### src/rtl/fetch_pkg.sv
// fetch_pkg: shared widths, FSM state type and halt encoding for the fetch stage
package fetch_pkg;
  localparam int A = 10;
  localparam int W = 9;
  localparam int CW = 16;
  localparam logic [W-1:0] HALT_INST = '1;
  typedef enum logic [1:0] {IDLE, RUN, HALTED} state_t;
endpackage

### src/rtl/sat_counter.sv
// sat_counter: N-bit up counter with enable and sync clear, sticks at all-ones (clk, clr, en -> q)
module sat_counter #(parameter int N = 16) (
  input  logic         clk,
  input  logic         clr,
  input  logic         en,
  output logic [N-1:0] q
);
  always_ff @(posedge clk)
    q <= clr ? '0 : (en && q != '1) ? q + 1'b1 : q;
endmodule

### src/rtl/fetch_unit.sv
// fetch_unit: PC/IR fetch stage with start, stall, branch squash, halt and run-cycle count (Clk, Reset, Start, Stall, BranchEn, Target, InstIn -> InstAddress, InstReg, InstValid, Done, CycleCount)
module fetch_unit
  import fetch_pkg::*;
(
  input  logic          Clk,
  input  logic          Reset,
  input  logic          Start,
  input  logic          Stall,
  input  logic          BranchEn,
  input  logic [A-1:0]  Target,
  input  logic [W-1:0]  InstIn,
  output logic [A-1:0]  InstAddress,
  output logic [W-1:0]  InstReg,
  output logic          InstValid,
  output logic          Done,
  output logic [CW-1:0] CycleCount
);
  state_t state, state_n;
  logic [A-1:0] pc_n;
  logic [W-1:0] ir_n;
  logic valid_n, done_n, halt;
  assign halt = InstValid && InstReg == HALT_INST;
  always_ff @(posedge Clk) begin
    if (!Reset) begin
      state <= IDLE;
      InstAddress <= '0;
      InstReg <= '0;
      InstValid <= 1'b0;
      Done <= 1'b0;
    end else begin
      state <= state_n;
      InstAddress <= pc_n;
      InstReg <= ir_n;
      InstValid <= valid_n;
      Done <= done_n;
    end
  end
  always_comb begin
    state_n = state;
    pc_n = InstAddress;
    ir_n = InstReg;
    valid_n = InstValid;
    done_n = Done;
    if (state == IDLE && Start) begin
      state_n = RUN;
    end else if (state == HALTED && Start) begin
      state_n = RUN;
      pc_n = '0;
      done_n = 1'b0;
    end else if (state == RUN && !Stall) begin
      if (halt) begin
        state_n = HALTED;
        done_n = 1'b1;
        valid_n = 1'b0;
      end else if (BranchEn) begin
        pc_n = Target;
        valid_n = 1'b0;
      end else begin
        ir_n = InstIn;
        valid_n = 1'b1;
        pc_n = InstAddress + 1'b1;
      end
    end
  end
  sat_counter #(.N(CW)) u_cycles (
    .clk(Clk),
    .clr(!Reset || (state == HALTED && Start)),
    .en(state == RUN),
    .q(CycleCount)
  );
endmodule
### config.mk
export PLATFORM = sky130hd
export DESIGN_NAME = fetch_unit
export DESIGN_NICKNAME = d
export VERILOG_FILES = /design/src/rtl/fetch_pkg.sv /design/src/rtl/sat_counter.sv /design/src/rtl/fetch_unit.sv
export SDC_FILE = /design/constraint.sdc
export NUM_CORES = 1
export LEC_CHECK = 0
export CAP_MARGIN = 0
export CORE_MARGIN = 2
export CORE_UTILIZATION = 46
export CTS_CLUSTER_DIAMETER = 50
export CTS_CLUSTER_SIZE = 14
export DETAILED_ROUTE_END_ITERATION = 7
export PLACE_DENSITY_LB_ADDON = 0.15
export REMOVE_ABC_BUFFERS = 1
export SYNTH_ARGS = -nofsm -noshare
export SYNTH_HDL_FRONTEND = slang
export SYNTH_SLANG_ARGS = --single-unit
### constraint.sdc
create_clock -name Clk -period 2.3 [get_ports Clk]
set_input_delay 0.23 -clock Clk [delete_from_list [all_inputs] [get_ports Clk]]
set_output_delay 0.23 -clock Clk [all_outputs]
set_load 0.02 [all_outputs]
==> results of run 1 <==
==> layout by cell type, fill, tap and decap left out, types with 2 or more instances in the layout <==
master           instances
clkdlybuf4s50_1         60
dfxtp_1                 39
nor2_1                  25
nand3_1                 21
o21ai_0                 20
nand2_1                 17
a21oi_1                 13
xnor2_1                 12
nand4_1                  9
clkbuf_8                 7
buf_4                    7
and2_1                   6
and3_1                   5
o2bb2ai_1                5
nor3_1                   5
a22oi_1                  4
nor4_1                   3
nor2b_1                  3
xor2_1                   3
inv_1                    2
nor3b_1                  2
o211ai_1                 2
ha_1                     2
==> cell type report <==
type	instances	area share [%]
well taps	50	2.345
clock buffers	7	3.612
multi-input cells	176	39.73
clock inverters	1	0.2814
flip-flops and latches	39	29.27
inverters	2	0.2814
repair buffers	67	24.48
==> metal layers <==
layer,vias up,track usage [%]
met5,-,0
met4,0,7.750
met3,7,6.414
met2,50,30.70
met1,833,26.86
li1,948,-
==> stage by stage <==
| step | cell area (um2) | cells | util [%] | power [mW] |
|---|---|---|---|---|
| 2_1_floorplan | 1848 | 217 | - | 0.7864 |
| 3_3_place_gp | 2564 | 334 | 64.09 | 0.8848 |
| 3_5_place_dp | 2564 | 334 | 64.09 | 0.8875 |
| 4_1_cts | 2668 | 342 | 66.69 | 1.398 |
| 5_1_grt | 2668 | 342 | 66.69 | 1.446 |
| 6_report | 2668 | 342 | 66.69 | 1.384 |
==> registers in the layout, indices dropped and copies added (netlist names) <==
name         count
state            2
u_cycles.q      16
InstAddress     10
Done             1
InstReg          9
InstValid        1
==> how the worst max path moves through the flow <==
stage,startpoint,to,slack (ns),cells after the start
after global placement,Stall,InstAddress[3]$_SDFFE_PN0P_,0.53,6
after global routing,u_cycles.q[0]$_SDFFE_PP0P_,u_cycles.q[0]$_SDFFE_PP0P_,0.29,7
after floorplan,u_cycles.q[0]$_SDFFE_PP0P_,u_cycles.q[5]$_SDFFE_PP0P_,0.08,6
final,u_cycles.q[0]$_SDFFE_PP0P_,u_cycles.q[0]$_SDFFE_PP0P_,0.43,7
after CTS,u_cycles.q[0]$_SDFFE_PP0P_,u_cycles.q[0]$_SDFFE_PP0P_,0.45,7
after detailed placement,u_cycles.q[0]$_SDFFE_PP0P_,u_cycles.q[0]$_SDFFE_PP0P_,0.46,7
==> logic make-up after synthesis <==
logic type,Yosys count
and+or+nand+nor,106
buffers and inverters,14
xor gates and xnor gates,15
muxes,1
AOI/OAI and AO/OA,52
DFF,39
adders and majority gates,2
==> where the power goes <==
group	internal (mW)	switching [mW]
Sequential	0.690	0.0172
Clock	0.273	0.240
Combinational	0.0871	0.0771
Total	1.05	0.335
==> tightest hold or removal path, delay by kind of cell, from the launching register on <==
| kind | cells | cell delay [ns] |
|---|---|---|
| DFF | 1 | 0.32 |
| AOI/OAI and AO/OA | 1 | 0.06 |
| and+or+nand+nor | 1 | 0.05 |
==> impl_metrics.toml, run 1 <==
[detailed_routing]
firstDrtPassIters = 4
drt_iter0_drc = 122
wl_met1_um = 2171
drc = 0
met2_length_um = 1982
ant_nets = 0
wire_per_inst_um = 13.13
wl_met3_um = 272
top_layer = "met4"
wirelength_um = 4489
num_vias = 1838
avgViaCountPerCell = 5.374

[synth]
yosysMostFrequentCell = "dfxtp_1"
synth-edff-count = 0
yosys.area_share.simple_pct = 29.04
synth_largest_area_cell = "dfxtp_1"
synth_cell_types = 42
yosysWarnings = 0
netlist_top_cells_count = "dfxtp_1, nor2_1, nand3_1"
synthAdderAreaFrac_pct = 1.314
yosys.area.top_type_share_pct = 41.00
yosysSeqAreaShare_pct = 41.00
syn_area_um2 = 1904
synthMuxAreaShare_pct = 0.5256
synthTopCellsByArea = "dfxtp_1, nand3_1, xnor2_1"
synth_flop_cell = "dfxtp_1"
synth_async_sr_flop_share_pct = 0
avgSynthCellArea_um2 = 8.316
synth_seq_cells = 39
synth_top_family_by_area = "simple AND/OR/NAND/NOR gates"
netlist_instances = 229
synth_compound_area_share_pct = 17.87
synth_xor_area_share_pct = 6.899

[sta]
slew_viol_final = 0
tns_ns = 0
fin_ws_ns = 0.4265
setup_viol = 0
fmax_mhz = 533.8
relSlewSlack_pct = 62.73
finalHoldViolations = 0
fin_crit_sh_pct = 81.46
worstMarginPinSlew_ns = 0.5577
skew_ns = 0.005198
rsz0062_at_grt = "false"
final.min_clock_period_ns = 1.873
hold_ws_ns = 0.4747

[global_route]
track_usage_pct = 20.30
antenna_found_initial = 0
grt_max_degree = 23
grt_pass1_wl_um = 7024
grt_overflow = 0
grt_pass1_vias = 1529

[clock_tree]
htree_levels = 2
insertion_delay_ns = 0.29
clk_path_buf_depth = 2
clock_sinks = 39
cts-hold-fix-buffers = 0
cts.clk_slew.worst_paths_ns = 0.08
ctsResizeCount = 0
cts_buffers = 5
cts_tree = "yes"
cts_setup_buffers = 0
clockRootBuffer = "clkbuf_8"

[finish]
diodes = 0
area_delta_synth_final_pct = 40.08
regArea_um2 = 780.7
multiInputGateArea_um2 = 1060
fin_nets = 317
fill_cells = 345
drive_above_1_share_pct = 7.877

[min_path]
min-delay-start = "InstReg[6]$_SDFFE_PN0P_"
min_path_cells = 2
min_to = "InstReg[6]$_SDFFE_PN0P_"
hp-class = "reg -> reg"

[placed_design]
gp_congestion = 0.8223
place_hpwl_um = 3236
port_buffers = 60
dpl_worst_slack_ns = 0.4624

[setup_path]
startpoint_type = "flip-flop"
crit_slowest_cell = "dfxtp_1"
crit_family = "simple AND/OR/NAND/NOR gates"
critical-path-max-stage-delay_ns = 0.42
end_kind = "flip-flop"
r2r_end = "u_cycles.q[0]$_SDFFE_PP0P_"
path_buf_inv = 1
cp.required_ns = 2.47
crit_type = "reg -> reg"
cp_cell_sequence = "ha_1 -> and4_1 -> nor3b_1 -> buf_4 -> a21o_2 -> xor2_1 -> nor2_1"
r2r-start = "u_cycles.q[0]$_SDFFE_PP0P_"
critPathMaxFanout = 10
reg2reg_depth = 7
crit_arrival_ns = 2.04
r2r_slack_ns = 0.43

[job]
maxCapViolations = 0

[die]
fp.dieW_um = 68.34
die-area_um2 = 4670
core_area_um2 = 4000
rows = 23
start_util_pct = 47.61
die_h_um = 68.34
ios = 61

[power_and_ir_drop]
p_leak_nw = 0.9121
p_per_area_nw_per_um2 = 519.0
peakVddDrop_mv = 0.4448

[run_status]
run_status = "finished, final reports clean"
No activity file was read; power rests on OpenSTA's default activity.
==> inputs of run 2 (changes only) <==
--- a/config.mk
+++ b/config.mk
@@ -7,7 +7,7 @@
 export LEC_CHECK = 0
 export CAP_MARGIN = 0
 export CORE_MARGIN = 2
-export CORE_UTILIZATION = 46
+export CORE_UTILIZATION = 41
 export CTS_CLUSTER_DIAMETER = 50
 export CTS_CLUSTER_SIZE = 14
 export DETAILED_ROUTE_END_ITERATION = 7
==> constraint.sdc (replaced) <==
create_clock -name Clk -period 1.6 [get_ports Clk]
set_input_delay 0.16 -clock Clk [delete_from_list [all_inputs] [get_ports Clk]]
set_output_delay 0.16 -clock Clk [all_outputs]
set_load 0.02 [all_outputs]
==> impl_metrics.toml, run 2 (synthesis results as in run 1) <==
[finish]
max_flop_register = "u_cycles.q"
area_delta_synth_final_pct = 58.74
fin_nets = 349
drive_above_1_share_pct = 21.98
largest_reg_flops = 16
final_cell_mix = "clkdlybuf4s50_1, buf_4, dfxtp_1, nor2_1, nand3_1"
largestRegisters = "u_cycles.q x16, InstAddress x10, InstReg x9"
layout_commonest_cell = "clkdlybuf4s50_1"
diodes = 0

[detailed_routing]
num_vias = 1958
wl_met3_um = 280
wl_met1_um = 2344
met2_length_um = 2182
top_layer = "met4"
avgViaCountPerCell = 5.221
wire_per_inst_um = 12.99
wirelength_um = 4870
drt_iter0_drc = 89
drc = 0
firstDrtPassIters = 4
ant_nets = 0

[run_status]
run_status = "complete, but fails checks"
violations = "negative setup slack"

[setup_path]
reg2reg_depth = 6
crit_arrival_ns = 1.84
startpoint_type = "flip-flop"
r2r_end = "u_cycles.q[9]$_SDFFE_PP0P_"
end_kind = "flip-flop"
crit_family = "simple AND/OR/NAND/NOR gates"
crit_slowest_cell = "dfxtp_2"
r2r_slack_ns = -0.02
crit_end = "u_cycles.q[9]$_SDFFE_PP0P_"
cp.depth = 6
r2r-start = "u_cycles.q[0]$_SDFFE_PP0P_"
critical-path-max-stage-delay_ns = 0.34
cp.required_ns = 1.83
path_buf_inv = 0
critPathMaxFanout = 2
crit_type = "reg -> reg"
cp_cell_sequence = "ha_4 -> and4_1 -> nor3b_4 -> a211o_1 -> or3_1 -> a21oi_2"
crit_start = "u_cycles.q[0]$_SDFFE_PP0P_"

[clock_tree]
cts_buffers = 5
cts.clk_slew.worst_paths_ns = 0.07
clockRootBuffer = "clkbuf_8"
clk_path_buf_depth = 2
cts_tree = "yes"
htree_levels = 2
insertion_delay_ns = 0.29
cts-hold-fix-buffers = 0
clock_sinks = 39

[power_and_ir_drop]
peakVddDrop_mv = 0.5976
power_mw = 1.958
p_per_area_nw_per_um2 = 647.9
p_leak_nw = 1.163

[global_route]
antenna_found_initial = 0
track_usage_pct = 19.98
grt_pass1_vias = 1834
grt_overflow = 0
grt_pass1_wl_um = 8355
grt_max_degree = 21

[sta]
fin_crit_sh_pct = 101.0
tns_ns = -0.01619
slew_viol_final = 0
relSlewSlack_pct = 73.66
setup_viol = 1
rsz0062_at_grt = "true"
hold_ws_ns = 0.4192
fin_ws_ns = -0.01619
fmax_mhz = 618.7
final.min_clock_period_ns = 1.616
skew_ns = 0.004926
finalHoldViolations = 0
worstMarginPinSlew_ns = 0.3910

[die]
fp.dieW_um = 72.15
start_util_pct = 43.14
ios = 61
rows = 24
core_area_um2 = 4414
die_h_um = 72.15
die-area_um2 = 5206

[placed_design]
port_buffers = 60
place_hpwl_um = 3619
dpl_worst_slack_ns = -0.06765
gp_congestion = 0.8601

[min_path]
hp-class = "in -> reg"

[job]
maxCapViolations = 0
-- run 2: cell types whose count changed in the layout (fill, tap and decap cells not counted), sizes merged --
cell,before,now
clkinvlp,1,0
dlymetal6s2s,0,3
clkinv,0,1
clkdlybuf4s50,60,57
buf,7,39
clkbuf,7,6
-- run 2: through the flow --
stage	instances	utilization [%]	instance area [um2]
floorplan	217	-	1848
global placement	365	63.92	2821
detailed placement	365	63.92	2821
CTS	372	66.24	2924
global route	375	68.48	3023
finish	375	68.48	3023
-- run 2: worst min path at each step --
stage | start | end | slack (ns) | cells after the start
2_1_floorplan | Reset | InstValid$_SDFFE_PN0P_ | 0.28 | 1
3_3_place_gp | InstReg[0]$_SDFFE_PN0P_ | InstReg[0]$_SDFFE_PN0P_ | 0.46 | 2
3_5_place_dp | InstReg[0]$_SDFFE_PN0P_ | InstReg[0]$_SDFFE_PN0P_ | 0.47 | 2
4_1_cts | InstIn[1] | InstReg[1]$_SDFFE_PN0P_ | 0.42 | 3
5_1_grt | InstIn[7] | InstReg[7]$_SDFFE_PN0P_ | 0.46 | 3
6_report | InstIn[1] | InstReg[1]$_SDFFE_PN0P_ | 0.42 | 3
-- run 2: tightest hold or removal path, cell delays in order --
cell and delay (ns):
clkdlybuf4s50_1 0.39, nand3_1 0.06, o21ai_1 0.05
-- run 2: power breakdown --
part           switching, mW  total, mW  internal, mW
Combinational          0.125      0.278         0.153
Sequential            0.0213       1.02         0.994
Clock                  0.327      0.665         0.338
Total                  0.473       1.96          1.49
-- run 2: cell type report --
class / instances / area [um2]
flip-flops and latches: 39 / 789.5
clock buffers: 6 / 82.58
repair buffers: 99 / 942.2
fillers: 364 / 1391
multi-input cells: 176 / 1131
well taps: 52 / 65.06
clock inverters: 1 / 5.005
inverters: 2 / 7.507
-- run 2: what timing repair did --
| item | 4_1_cts | 5_1_grt |
|---|---|---|
| gates resized for setup | 4 | 22 |
| endpoints found under the setup margin | 9 | 34 |
| endpoints found under the hold margin | 0 | 0 |
| pin swaps | 3 | 6 |
| buffers inserted | 0 | 3 |
-- run 2: routing by layer --
layer	global-route usage, %	up-vias
met5	0	-
met4	6.289	0
met3	4.861	6
met2	30.48	50
met1	27.83	896
li1	-	1006
